`src/rtl/dispatch_pkg.sv`:
```
// Shared types and defaults for the dispatch router.
// robIdx values are zero-extended to ROB_W_MAX bits for comparison.
package dispatch_pkg;

  localparam int NUM_OUT_DEF = 3;
  localparam int FU_W_DEF    = 4;
  localparam int ROB_W_DEF   = 5;
  localparam int ROB_W_MAX   = 16;

  // Listed output 0 first: out0 = fuType 6, out1 = 4/5/7, out2 = 0..3
  localparam logic [NUM_OUT_DEF*(2**FU_W_DEF)-1:0] FU_MASK_DEF =
    {16'h0040, 16'h00B0, 16'h000F};

  typedef struct packed {
    logic                 flag;
    logic [ROB_W_MAX-1:0] value;
  } robIdx_t;

  function automatic logic isAfter(robIdx_t a, robIdx_t b);
    return (a.flag ^ b.flag) ^ (a.value > b.value);
  endfunction

endpackage

```
`src/rtl/dispatch_router_if.sv`:
```
// Uop input, redirect and per-output issue-queue signals of the router.
// master drives uops and out_ready; slave is the router itself.
interface dispatch_router_if
  import dispatch_pkg::*;
#(
  parameter int NUM_OUT = NUM_OUT_DEF,
  parameter int UOP_W   = 96,
  parameter int FU_W    = FU_W_DEF,
  parameter int ROB_W   = ROB_W_DEF,
  parameter int DEPTH   = 2
);
  localparam int OCC_W = $clog2(DEPTH + 1);

  logic             in_valid;
  logic             in_ready;
  logic [FU_W-1:0]  in_fuType;
  logic             in_robFlag;
  logic [ROB_W-1:0] in_robValue;
  logic [UOP_W-1:0] in_payload;

  logic             redirect_valid;
  logic             redirect_robFlag;
  logic [ROB_W-1:0] redirect_robValue;

  logic [NUM_OUT-1:0] out_valid;
  logic [NUM_OUT-1:0] out_ready;
  logic [FU_W-1:0]    out_fuType   [NUM_OUT];
  logic [NUM_OUT-1:0] out_robFlag;
  logic [ROB_W-1:0]   out_robValue [NUM_OUT];
  logic [UOP_W-1:0]   out_payload  [NUM_OUT];

  logic             err_nomatch;
  logic [OCC_W-1:0] occupancy [NUM_OUT];

  modport master (
    output in_valid, in_fuType, in_robFlag,
    output in_robValue, in_payload,
    output redirect_valid, redirect_robFlag,
    output redirect_robValue, out_ready,
    input  in_ready, out_valid, out_fuType,
    input  out_robFlag, out_robValue, out_payload,
    input  err_nomatch, occupancy
  );

  modport slave (
    input  in_valid, in_fuType, in_robFlag,
    input  in_robValue, in_payload,
    input  redirect_valid, redirect_robFlag,
    input  redirect_robValue, out_ready,
    output in_ready, out_valid, out_fuType,
    output out_robFlag, out_robValue, out_payload,
    output err_nomatch, occupancy
  );

endinterface

```
`src/rtl/dispatch_fifo.sv`:
```
// In-order issue buffer with wrap-around pointers; a redirect drops
// younger entries and packs survivors back toward the head.
module dispatch_fifo
  import dispatch_pkg::*;
#(
  parameter int DEPTH  = 2,
  parameter int DATA_W = 100,
  parameter int ROB_W  = ROB_W_DEF,
  localparam int OCC_W = $clog2(DEPTH + 1)
) (
  input  logic              clock,
  input  logic              reset,
  input  logic              pushValid,
  input  logic [ROB_W:0]    pushRob,
  input  logic [DATA_W-1:0] pushData,
  input  logic              popReady,
  input  logic              flushValid,
  input  robIdx_t           flushRob,
  output logic              headValid,
  output logic [ROB_W:0]    headRob,
  output logic [DATA_W-1:0] headData,
  output logic              full,
  output logic [OCC_W-1:0]  occupancy
);

  localparam int AW = $clog2(DEPTH);

  logic [DATA_W-1:0] dataMem [DEPTH];
  logic [ROB_W:0]    robMem  [DEPTH];
  logic [AW-1:0]     rdPtr;
  logic [AW-1:0]     wrPtr;
  logic [OCC_W-1:0]  count;
  logic              push;
  logic              pop;

  logic [DATA_W-1:0] keepData [DEPTH];
  logic [ROB_W:0]    keepRob  [DEPTH];
  logic [OCC_W-1:0]  keepCnt;
  logic [AW-1:0]     slot;
  robIdx_t           entry;

  assign full      = count == OCC_W'(DEPTH);
  assign headValid = count != '0;
  assign push      = pushValid && !full && !flushValid;
  assign pop       = headValid && popReady;
  assign headData  = dataMem[rdPtr];
  assign headRob   = robMem[rdPtr];
  assign occupancy = count;

  // A popped head is removed here too, so the pack skips it
  always_comb begin
    keepCnt = '0;
    slot    = '0;
    entry   = '0;
    for (int k = 0; k < DEPTH; k++) begin
      keepData[k] = '0;
      keepRob[k]  = '0;
    end
    for (int k = 0; k < DEPTH; k++) begin
      slot  = rdPtr + AW'(k);
      entry = {robMem[slot][ROB_W],
               ROB_W_MAX'(robMem[slot][ROB_W-1:0])};
      if (OCC_W'(k) < count && !(k == 0 && pop) &&
          !isAfter(entry, flushRob)) begin
        keepData[keepCnt[AW-1:0]] = dataMem[slot];
        keepRob[keepCnt[AW-1:0]]  = robMem[slot];
        keepCnt = keepCnt + OCC_W'(1);
      end
    end
  end

  always_ff @(posedge clock or negedge reset) begin
    if (!reset) begin
      rdPtr <= '0;
      wrPtr <= '0;
      count <= '0;
      for (int k = 0; k < DEPTH; k++) begin
        dataMem[k] <= '0;
        robMem[k]  <= '0;
      end
    end else if (flushValid) begin
      for (int k = 0; k < DEPTH; k++) begin
        dataMem[rdPtr + AW'(k)] <= keepData[k];
        robMem[rdPtr + AW'(k)]  <= keepRob[k];
      end
      wrPtr <= rdPtr + keepCnt[AW-1:0];
      count <= keepCnt;
    end else begin
      if (push) begin
        dataMem[wrPtr] <= pushData;
        robMem[wrPtr]  <= pushRob;
        wrPtr          <= wrPtr + AW'(1);
      end
      if (pop) begin
        rdPtr <= rdPtr + AW'(1);
      end
      if (push && !pop) begin
        count <= count + OCC_W'(1);
      end else if (pop && !push) begin
        count <= count - OCC_W'(1);
      end
    end
  end

endmodule

```
`src/rtl/dispatch_router.sv`:
```
// Routes each uop by fuType to one of NUM_OUT issue buffers,
// round-robin among eligible outputs, with redirect flush.
module dispatch_router
  import dispatch_pkg::*;
#(
  parameter int NUM_OUT = NUM_OUT_DEF,
  parameter int UOP_W   = 96,
  parameter int FU_W    = FU_W_DEF,
  parameter int ROB_W   = ROB_W_DEF,
  parameter logic [NUM_OUT*(2**FU_W)-1:0] FU_MASK = FU_MASK_DEF,
  parameter int DEPTH   = 2
) (
  input logic        clock,
  input logic        reset,
  dispatch_router_if.slave bus
);

  localparam int MW     = 2 ** FU_W;
  localparam int PW     = (NUM_OUT > 1) ? $clog2(NUM_OUT) : 1;
  localparam int SW     = PW + 1;
  localparam int DATA_W = FU_W + UOP_W;
  localparam int OCC_W  = $clog2(DEPTH + 1);

  logic [NUM_OUT-1:0] matchVec;
  logic [NUM_OUT-1:0] candVec;
  logic [NUM_OUT-1:0] fullVec;
  logic [NUM_OUT-1:0] grantVec;
  logic [NUM_OUT-1:0] headValid;
  logic [MW-1:0]      maskRow;
  logic [PW-1:0]      rrPtr;
  logic [PW-1:0]      grantIdx;
  logic [PW-1:0]      idx;
  logic [SW-1:0]      sum;
  logic               found;
  logic               inReady;
  logic               accept;
  logic               route;
  logic               drop;
  logic               errQ;
  robIdx_t            flushRob;

  logic [ROB_W:0]    headRob  [NUM_OUT];
  logic [DATA_W-1:0] headData [NUM_OUT];
  logic [OCC_W-1:0]  occ      [NUM_OUT];

  assign flushRob = {bus.redirect_robFlag,
                     ROB_W_MAX'(bus.redirect_robValue)};

  always_comb begin
    maskRow  = '0;
    matchVec = '0;
    for (int i = 0; i < NUM_OUT; i++) begin
      maskRow     = FU_MASK[(NUM_OUT-1-i)*MW +: MW];
      matchVec[i] = maskRow[bus.in_fuType];
    end
  end

  assign candVec = matchVec & ~fullVec;

  // Fullness is sampled before this cycle's pop: no ready-to-ready path
  assign inReady = reset && !bus.redirect_valid &&
                   ((|candVec) || !(|matchVec));
  assign accept  = bus.in_valid && inReady;
  assign route   = accept && (|candVec);
  assign drop    = accept && !(|matchVec);

  always_comb begin
    grantVec = '0;
    grantIdx = '0;
    found    = 1'b0;
    sum      = '0;
    idx      = '0;
    for (int k = 0; k < NUM_OUT; k++) begin
      sum = {1'b0, rrPtr} + SW'(k);
      if (sum >= SW'(NUM_OUT)) begin
        sum = sum - SW'(NUM_OUT);
      end
      idx = sum[PW-1:0];
      if (!found && candVec[idx]) begin
        found    = 1'b1;
        grantIdx = idx;
      end
    end
    if (route) begin
      grantVec[grantIdx] = 1'b1;
    end
  end

  always_ff @(posedge clock or negedge reset) begin
    if (!reset) begin
      rrPtr <= '0;
      errQ  <= 1'b0;
    end else begin
      errQ <= drop;
      if (route) begin
        rrPtr <= (grantIdx == PW'(NUM_OUT - 1)) ?
                 '0 : grantIdx + PW'(1);
      end
    end
  end

  assign bus.in_ready    = inReady;
  assign bus.err_nomatch = errQ;

  for (genvar g = 0; g < NUM_OUT; g++) begin : gOut
    dispatch_fifo #(
      .DEPTH (DEPTH),
      .DATA_W(DATA_W),
      .ROB_W (ROB_W)
    ) uFifo (
      .clock     (clock),
      .reset     (reset),
      .pushValid (grantVec[g]),
      .pushRob   ({bus.in_robFlag, bus.in_robValue}),
      .pushData  ({bus.in_fuType, bus.in_payload}),
      .popReady  (bus.out_ready[g]),
      .flushValid(bus.redirect_valid),
      .flushRob  (flushRob),
      .headValid (headValid[g]),
      .headRob   (headRob[g]),
      .headData  (headData[g]),
      .full      (fullVec[g]),
      .occupancy (occ[g])
    );

    assign bus.out_valid[g]    = headValid[g];
    assign bus.out_fuType[g]   = headData[g][DATA_W-1 -: FU_W];
    assign bus.out_payload[g]  = headData[g][UOP_W-1:0];
    assign bus.out_robFlag[g]  = headRob[g][ROB_W];
    assign bus.out_robValue[g] = headRob[g][ROB_W-1:0];
    assign bus.occupancy[g]    = occ[g];
  end

endmodule

```
`src/flat_wrapper.sv`:
```
// flat-port wrapper written by rule: the top's interface ports become plain ports
module dispatch_router_flat import dispatch_pkg::*;
#(
  parameter int NUM_OUT = NUM_OUT_DEF,
  parameter int UOP_W   = 96,
  parameter int FU_W    = FU_W_DEF,
  parameter int ROB_W   = ROB_W_DEF,
  parameter logic [NUM_OUT*(2**FU_W)-1:0] FU_MASK = FU_MASK_DEF,
  parameter int DEPTH   = 2
)
  (clock, reset, bus_in_valid, bus_in_fuType, bus_in_robFlag, bus_in_robValue, bus_in_payload, bus_redirect_valid, bus_redirect_robFlag, bus_redirect_robValue, bus_out_ready, bus_in_ready, bus_out_valid, bus_out_fuType, bus_out_robFlag, bus_out_robValue, bus_out_payload, bus_err_nomatch, bus_occupancy);
  dispatch_router_if #(.NUM_OUT(NUM_OUT), .UOP_W(UOP_W), .FU_W(FU_W), .ROB_W(ROB_W), .DEPTH(DEPTH)) bus_i ();
  input logic clock;
  input logic reset;
  input wire logic [$bits(bus_i.in_valid)-1:0] bus_in_valid;
  input wire logic [$bits(bus_i.in_fuType)-1:0] bus_in_fuType;
  input wire logic [$bits(bus_i.in_robFlag)-1:0] bus_in_robFlag;
  input wire logic [$bits(bus_i.in_robValue)-1:0] bus_in_robValue;
  input wire logic [$bits(bus_i.in_payload)-1:0] bus_in_payload;
  input wire logic [$bits(bus_i.redirect_valid)-1:0] bus_redirect_valid;
  input wire logic [$bits(bus_i.redirect_robFlag)-1:0] bus_redirect_robFlag;
  input wire logic [$bits(bus_i.redirect_robValue)-1:0] bus_redirect_robValue;
  input wire logic [$bits(bus_i.out_ready)-1:0] bus_out_ready;
  output wire logic [$bits(bus_i.in_ready)-1:0] bus_in_ready;
  output wire logic [$bits(bus_i.out_valid)-1:0] bus_out_valid;
  output wire logic [$bits(bus_i.out_fuType)-1:0] bus_out_fuType;
  output wire logic [$bits(bus_i.out_robFlag)-1:0] bus_out_robFlag;
  output wire logic [$bits(bus_i.out_robValue)-1:0] bus_out_robValue;
  output wire logic [$bits(bus_i.out_payload)-1:0] bus_out_payload;
  output wire logic [$bits(bus_i.err_nomatch)-1:0] bus_err_nomatch;
  output wire logic [$bits(bus_i.occupancy)-1:0] bus_occupancy;
  assign bus_i.in_valid = bus_in_valid;
  assign bus_i.in_fuType = bus_in_fuType;
  assign bus_i.in_robFlag = bus_in_robFlag;
  assign bus_i.in_robValue = bus_in_robValue;
  assign bus_i.in_payload = bus_in_payload;
  assign bus_i.redirect_valid = bus_redirect_valid;
  assign bus_i.redirect_robFlag = bus_redirect_robFlag;
  assign bus_i.redirect_robValue = bus_redirect_robValue;
  assign bus_i.out_ready = bus_out_ready;
  assign bus_in_ready = bus_i.in_ready;
  assign bus_out_valid = bus_i.out_valid;
  assign bus_out_fuType = {>>{bus_i.out_fuType}};
  assign bus_out_robFlag = bus_i.out_robFlag;
  assign bus_out_robValue = {>>{bus_i.out_robValue}};
  assign bus_out_payload = {>>{bus_i.out_payload}};
  assign bus_err_nomatch = bus_i.err_nomatch;
  assign bus_occupancy = {>>{bus_i.occupancy}};
  dispatch_router #(.NUM_OUT(NUM_OUT), .UOP_W(UOP_W), .FU_W(FU_W), .ROB_W(ROB_W), .FU_MASK(FU_MASK), .DEPTH(DEPTH)) u_core (.clock(clock), .reset(reset), .bus(bus_i));
endmodule
```
`config.mk`:
```
export PLATFORM = sky130hd
export DESIGN_NAME = dispatch_router_flat
export DESIGN_NICKNAME = d
export VERILOG_FILES = /design/src/rtl/dispatch_pkg.sv /design/src/rtl/dispatch_router_if.sv /design/src/rtl/dispatch_fifo.sv /design/src/rtl/dispatch_router.sv /design/src/flat_wrapper.sv
export SDC_FILE = /design/constraint.sdc
export NUM_CORES = 2
export LEC_CHECK = 0
export BUFFER_PORTS_ARGS = -buffer_cell sky130_fd_sc_hd__buf_2
export CAP_MARGIN = 20
export CORE_UTILIZATION = 50
export DETAILED_ROUTE_END_ITERATION = 12
export PLACE_DENSITY = 0.71
export SYNTH_ARGS = -nofsm -noshare
export SYNTH_HDL_FRONTEND = slang
export SYNTH_SLANG_ARGS = --single-unit
```
`constraint.sdc`:
```
create_clock -name clock -period 6.28 [get_ports clock]
set_input_delay 0.314 -clock clock [delete_from_list [all_inputs] [get_ports clock]]
set_output_delay 0.314 -clock clock [all_outputs]
set_load 0.05 [all_outputs]
```
======== Word level (Yosys, flattened, before mapping) ========
Memories as Yosys holds them, arrays and structs flattened.
Index checks and enable logic that the tools add are counted.
Widths: inputs -> output; s select.
storage, ports and cells
  register bits after elaboration ......... 651
  ROM bits ................................ 48
  input port bits ......................... 119
  logic and storage cells ................. 378
  memories ................................ 3
operators by class
  $add $sub $neg .......................... 24
  magnitude comparators ................... 45
  equal/unequal tests ..................... 4
  mux-type cells .......................... 174
  bitwise gates (word level) .............. 27
  reductions and logical operators ........ 78
memories
  name             words  bits a word  rd ports  clocked after Yosys merged registers in  write ports  RTL line               text
  (no name shown)  16     1            1         0                                        0            dispatch_router.sv:54  matchVec[i] = maskRow[bus.in_fuType];
  (no name shown)  16     1            1         0                                        0            dispatch_router.sv:54
  (no name shown)  16     1            1         0                                        0            dispatch_router.sv:54
operator list
  operator             number
  $mux 100             33
  $bwmux 200           12
  $mux 200             9
  $demux 100 s1        12
  $mux 6               33
  $bwmux 12            12
  $mux 12              9
  $demux 6 s1          12
  $logic_and 1x1->1    44
  $mux 2               19
  $gt 5x5->1           6
  $ge 2x2->1 const B   13
  $lt 2x1->1 const B   12
  $not 1->2            12
  $logic_not 1->1      19
  $mux 1               18
  $add 2x1->2 const B  7
  $lt 1x2->1 const A   6
  $lt 2x3->1 const B   4
  $reduce_bool 2->1    6
  $xor 1x1->1          12
  $reduce_bool 3->1    3
  $eq 2x2->1 const B   4
  $add 1x1->1 const B  6
  17 further kinds     29

======== Depth between registers and ports, before layout ========
  word-level depth ........................ 24
  gate-level depth with buffers ........... 17
  depth with buffers taken out ............ 12

======== Modules after synthesis ========
Synthesis repeated with hierarchy kept, for this count alone.
unflattened totals
  cell total of the unflattened synthesis .. 4,681
  area total of the unflattened synthesis .. 40,528.9 µm²
modules (own cells, without submodules)
  module                                     instances  cells each  area each (µm²)  sequential area each (µm²)
  dispatch_fifo at u_core.gOut[0].uFifo ...  2          1,441       12,951.2         5,405.2
  dispatch_fifo at u_core.gOut[2].uFifo      1          1,762       14,311.2         5,405.2
  dispatch_router                            1          37          315.3            75.1

======== Least setup slack after synthesis ========
Ideal clock, no wire load.
  path kind ............................... flip-flop to flip-flop
  from .................................... register u_core.gOut[0].uFifo.rdPtr
  to ...................................... register u_core.gOut[0].uFifo.dataMem[148] (netlist bit)
  setup time .............................. 0.077 ns
  arrival ................................. 4.746 ns
  data required time ...................... 6.203 ns
  slack ................................... 1.457 ns
  stages on the path, launching flop included .. 17
  buffers on the path ..................... 7
  clock period less this slack ............ 4.823 ns
  cells stage by stage .................... dfrtp_1 > buf_2 > clkbuf_1 > clkbuf_1 > clkbuf_1 > clkbuf_1 > o21ai_0 > ha_1 > and4_1 > a21oi_1 > o31a_1 > mux2_2 > nor2_1 > clkbuf_1 > clkbuf_1 > nand3b_1 > a21oi_1
between the ends
  longest elaborated chain between the ends .. 19
  elaborated cells between the ends (all ways) .. 48
  classes of those cells .................. add/sub (1); order compare (8); mux (25); bitwise (7); reduce/logical (7)
RTL lines
  what                                     RTL line             text
  from (decl)                              dispatch_fifo.sv:30  logic [AW-1:0] rdPtr;
  from (signal assigned)                   dispatch_fifo.sv:95  rdPtr <= rdPtr + AW'(1);
  $not 1->2 *                              --
  $mux 6 * (3 in a row)                    --
  named net bus_out_robValue[13]           flat_wrapper.sv:28   output wire logic [$bits(bus_i.out_robValue)-1:0] bus_out_robValue;
  $gt 5x5->1 *                             dispatch_pkg.sv:20   return (a.flag ^ b.flag) ^ (a.value > b.value);
  $xor 1x1->1 *                            dispatch_pkg.sv:20
  $logic_not 1->1 *                        dispatch_fifo.sv:64  !isAfter(entry, flushRob)) begin
  $logic_and 1x1->1 *                      dispatch_fifo.sv:63  if (OCC_W'(k) < count && !(k == 0 && pop) &&
  $mux 1                                   dispatch_fifo.sv:63
  (+2 left out)                            --
  $logic_and 1x1->1 (implied by the code)  dispatch_fifo.sv:65  keepData[keepCnt[AW-1:0]] = dataMem[slot];
  $mux 100 (implied by the code)           dispatch_fifo.sv:65
  $demux 100 s1                            dispatch_fifo.sv:65
  $bwmux 200                               dispatch_fifo.sv:65
  $mux 200 *                               dispatch_fifo.sv:63
  $bwmux 200                               dispatch_fifo.sv:83  dataMem[rdPtr + AW'(k)] <= keepData[k];
  $bwmux 200 *                             dispatch_fifo.sv:83
  $mux 200 *                               dispatch_fifo.sv:81  end else if (flushValid) begin
  to (signal, indexed assignment)          dispatch_fifo.sv:83
  to (signal, indexed assignment)          dispatch_fifo.sv:90  dataMem[wrPtr] <= pushData;
  to (decl)                                dispatch_fifo.sv:28  logic [DATA_W-1:0] dataMem [DEPTH];
Mark *: on every way through the listed nets, which the timed path passes. The rest lies on a longest branch. The select of a mux whose other input is x is not followed.
A chain may end at the register's enable or synchronous reset.

======== Worst setup path after layout ========
  from .................................... register u_core.gOut[1].uFifo.rdPtr
  to ...................................... register u_core.gOut[1].uFifo.dataMem[172] (netlist bit)
between the ends
  longest elaborated chain between the ends .. 19
  elaborated cells between the ends (all ways) .. 48
  classes of those cells .................. add/sub (1); order compare (8); mux (25); bitwise (7); reduce/logical (7)
RTL lines
  what                                                            RTL line             text
  from (decl)                                                     dispatch_fifo.sv:30
  from (signal assigned)                                          dispatch_fifo.sv:95
  $not 1->2 (implied by the code)                                 --
  $mux 6 (implied by the code) (3 in a row)                       dispatch_fifo.sv:61  entry = {robMem[slot][ROB_W],
  $gt 5x5->1 or $xor 1x1->1 (tied branches)                       dispatch_pkg.sv:20
  $xor 1x1->1                                                     dispatch_pkg.sv:20
  $logic_not 1->1                                                 dispatch_fifo.sv:64
  $logic_and 1x1->1                                               dispatch_fifo.sv:63
  $mux 1                                                          dispatch_fifo.sv:63
  $not 1->2 (implied by the code)                                 dispatch_fifo.sv:65
  $ge 2x2->1 (implied by the code) or $lt 2x1->1 (tied branches)  dispatch_fifo.sv:65
  $logic_and 1x1->1 (implied by the code)                         dispatch_fifo.sv:65
  $mux 100 (implied by the code)                                  dispatch_fifo.sv:65
  $demux 100 s1                                                   dispatch_fifo.sv:65
  $bwmux 200                                                      dispatch_fifo.sv:65
  $mux 200                                                        dispatch_fifo.sv:63
  $bwmux 200                                                      dispatch_fifo.sv:83
  $bwmux 200 *                                                    dispatch_fifo.sv:83
  $mux 200 *                                                      dispatch_fifo.sv:81
  to (signal, indexed assignment)                                 dispatch_fifo.sv:83
  to (signal, indexed assignment)                                 dispatch_fifo.sv:90
  to (decl)                                                       dispatch_fifo.sv:28
Mark *: on every way between the ends. The rest lies on a longest branch, timed or not. The select of a mux whose other input is x is not followed.

==> results <==
- The run finished with clean final reports.
- The part of the cycle the worst path needs is 73.7%.
- Buffers added to address setup during post-CTS repair amount to 0.
- The share of total power dissipated in combinational logic is 48.2%.
- Counting tap cells, the placed design contains a total of 5788 instances.
- The height of the die is 296 um.
- At the worst endpoint, the required time is 6790 ps.
- The first-pass GRT wire length is 216000 um.
- The tree is rooted in a clkbuf_16.
- The number of global-route vias before repair was 37.2k.
- In this run the cell area of the synthesized design comes to 0.0431 sq mm.
- For the final database, setup skew stands at 29.0 ps.
- The share of power burned in the clock network is 23.5%.
- The share of the Yosys chip area taken by registers is 37.8%.
- After filler insertion, the fill cell instance count of the layout stands at 7421.
- The arrival time of the worst setup path is 5140 ps.
- The number of antenna-violating nets in the routed design is 0.
- The clock insertion delay at the later pin of the skew report is 630 ps.
- The share of synthesized registers carrying an async set or reset is 100%.
- The slew of the pin with the lowest slew margin is 1240 ps.
- The class of the tightest hold or removal check is in2reg.
- The global routing usage on met3 is 4.32%.
- Global routing finished with a remaining overflow of 0.
- The TritonCTS buffer count is 77.
- The hold path startpoint is bus_in_robValue[0].
- The quantity of gates resized following cts is 0.
- The number of antenna violations at the first check in global routing is 5.
- The post-detailed-route wirelength per cell is 22.8 um.
- The synthesized design devotes to its leading area cell type 37.8% of total area.
- After floorplanning, the core was divided into 107 placement rows.
- Across the VDD grid, the largest voltage drop is 0.445 mV.
- From left edge to right edge, the die measures 296 um.
- The CTS tree is built.
- The instance area at placement is 0.0456 sq mm.
- Static timing analysis puts the maximum clock frequency at 216 MHz.
- The synthesized netlist net count is 4801.
- After synthesis, the mean cell area works out to 9.30 sq um.
- The starting utilization of the core area is 50.6%.
- The type of element launching the critical path is a flop.
- The overall via count from detail_route is 39.6k.
- After global routing, the most crowded layer is met2.
- In the global route stage, met2 resource usage came out at 48.0%.
- Hold repair after CTS inserted 99 buffers.
- After routing, the total negative slack on setup checks comes to 0 ps.
- The clock period could shrink to 4630 ps.
- The layout cell share with drive strength beyond 1 is 21.4%.
- The final net count is 4985.
- The most common cell in the synthesized netlist is dfrtp_1.
- Counting flops and latches in the post-synthesis netlist gives 651.
- Yosys mapped a number of flops with a built-in enable equal to 0.
- In this run switching power makes up 46.9% of total power.
- The highest net fanout along the worst path is 56.
- The Yosys warning count is 0.
- The analysis attributes to cell leakage a power of 21.2 nW.
- The areal power density over the cells is 398 mW/mm^2.
- Max-cap violations in this run came to 0.
- The placeable core region is 0.0853 sq mm.
- The number of port buffers is 447.
- The internal power of the cells totals 10.4 mW.
- With fillers left out, the area of the finished cells amounts to 0.0491 sq mm.
- In the post-synthesis netlist, the biggest area contributors are dfrtp_1 38%, mux2_2 10%, a221oi_1 6.3%.
- The final count of hold timing violations is 0.
- The number of sinks driven by the clock tree is 651.
- The die covers 0.0875 sq mm.
- The cell count after synthesis came out at 4638.
- The sequential share of power is 28.3%.
- The met1 usage in global routing is 42.9%.
- Setup violations remaining at the end of the flow were counted as 0.
- For this run, the leading register cell type out of synthesis is dfrtp_1.
- Final hold analysis gives a worst-case slack of 41.8 ps.
- The origin of the worst setup path is u_core.gOut[1].uFifo.rdPtr.
- In this run the critical register-to-register path is launched from u_core.gOut[1].uFifo.rdPtr.
- The final count of pins violating max slew is 0.
- In this run, the number of DRC markers left after iteration 0 of detailed routing was 4049.
- The post-synthesis to final-layout area growth is 13.8%.
- Across every metal layer, demand over resource in global routing totals 30.5%.
- After clock tree synthesis, the clock-pin slew on the worst setup and hold paths is 60 ps.
- The detailed-router iteration count before antenna repair is 5.
- The wire length reported by the detailed router is 137000 um.
- The H-tree level count is 3.
- The finished layout holds 6023 standard cells, fillers aside.
- Detailed placement ended at an HPWL of 80100 um.
- The distinct cell type count after synthesis is 66.
- The critical path class is reg2reg.
- The endpoint kind of the worst setup timing path is a flop.
- The biggest area contributor in the post-synthesis netlist is dfrtp_1.
- Dividing the detail-routed via count by the number of cells gives 6.58.
- Entering global routing, the biggest net connects 251 pins.
- For this design the total switching power over the nets is 9.15 mW.
- Counting instances in the post-synthesis netlist gives the leading cell types as 651 x dfrtp_1, 388 x mux2_2, 375 x clkbuf_1.
- For this run, design rule violations remaining after detail routing come to 0.
- The placer congestion estimate is 0.867.
- The worst relative slew slack is 17.4%.
- Counting along the longest clock path gives a buffer depth of 3.
- The completed layout was analyzed and its total power is 19.5 mW.
- Setup repair after global routing left no endpoint under its margin.
- For this design the top-level I/O count stands at 448.
==> worst max-delay path, cell delays in order, from the launching register on <==
cell and delay, ps:
dfrtp_4 520, buf_4 650, mux2i_1 240, ha_1 340
nand2_1 40, or2_2 280, a311oi_2 440, or2_4 390
and2_4 780, buf_12 350, a221oi_1 160, a211oi_1 270
==> final timing paths <==
path | cells past startpoint | slack [ps] | endpoint
setup / recovery | 11 | 1650 | u_core.gOut[1].uFifo.dataMem[172]
setup reg to reg | 11 | 1650 | u_core.gOut[1].uFifo.dataMem[172]
hold reg to reg | 1 | 520 | u_core.gOut[2].uFifo.dataMem[143]
hold / removal | 3 | 40 | u_core.gOut[2].uFifo.robMem[0]
min in group asynchronous | 2 | 350 | u_core.gOut[2].uFifo.dataMem[102]
max in group asynchronous | 5 | 3180 | u_core.gOut[2].uFifo.dataMem[58]
==> metrics by stage <==
stage	utilization (%)	setup WS, ps
after floorplan	-	1460
after global placement	53.4	1800
after detailed placement	53.4	1660
after CTS	57.6	1660
after global routing	57.6	1390
final	57.6	1650
==> cell families after synthesis <==
| family | share of synthesized area, % |
|---|---|
| buffers and inverters | 6.08 |
| muxes | 11.7 |
| and+or+nand+nor | 15.8 |
| DFF | 37.8 |
| adders and majority gates | 1.30 |
| xor gates and xnor gates | 0.519 |
| AOI/OAI and AO/OA | 26.9 |
==> flip-flops by register name, indices dropped and copies added, names as in the netlist <==
| signal | flops |
|---|---|
| u_core.bus.err_nomatch | 1 |
| u_core.gOut.uFifo.dataMem | 600 |
| u_core.gOut.uFifo.rdPtr | 3 |
| u_core.rrPtr | 2 |
| u_core.gOut.uFifo.robMem | 36 |
| u_core.gOut.uFifo.occupancy | 6 |
| u_core.gOut.uFifo.wrPtr | 3 |
==> layer usage <==
layer | part of all wire, % | vias up
met4 | 2.7 | 6
met5 | 0.021 | -
met3 | 6.9 | 237
met2 | 47 | 1598
li1 | - | 17900
met1 | 43 | 19900
==> layout by cell type (no fill, tap or decap), types with 18 or more instances in the layout <==
cell type        n
nand2_1        136
inv_1          136
ha_1            44
dfrtp_1        648
nand3b_1       105
mux2i_1         21
nor2b_1        109
and2_1         213
a22o_1         212
a21oi_1        124
mux2_1          39
buf_4           42
a31oi_1        108
a21o_1         104
a22oi_1        109
xnor2_1         19
mux2_2         387
buf_12          18
clkbuf_16       79
dlygate4sd3_1   99
a221oi_1       312
nor3b_1        109
nor3_1         214
o21ai_0        234
clkbuf_1        20
buf_2          445
a221o_1        104
nor2_1         344
a211oi_1       208
==> power by group through the flow <==
stage | sequential (mW) | combinational (mW) | clock (mW)
CTS | 5.49 | 9.36 | 4.67
detailed placement | 5.56 | 9.28 | 0
finish | 5.53 | 9.41 | 4.60
global route | 5.61 | 9.95 | 4.84
floorplan | 5.31 | 7.10 | 0
global placement | 5.52 | 9.21 | 0
==> layout make-up <==
cell class                      count  area (sq um)  share of cell area (%)
Antenna cell                        1          2.50                 0.00510
Clock buffer                      114          2260                    4.60
Clock inverter                     21           269                   0.548
Inverter                          137           522                    1.06
Multi-Input combinational cell   3349         24400                    49.7
Sequential cell                   651         16300                    33.2
Tap cell                         1144          1430                    2.92
Timing Repair Buffer              606          3920                    7.99
(Power assumes the default switching activity.)
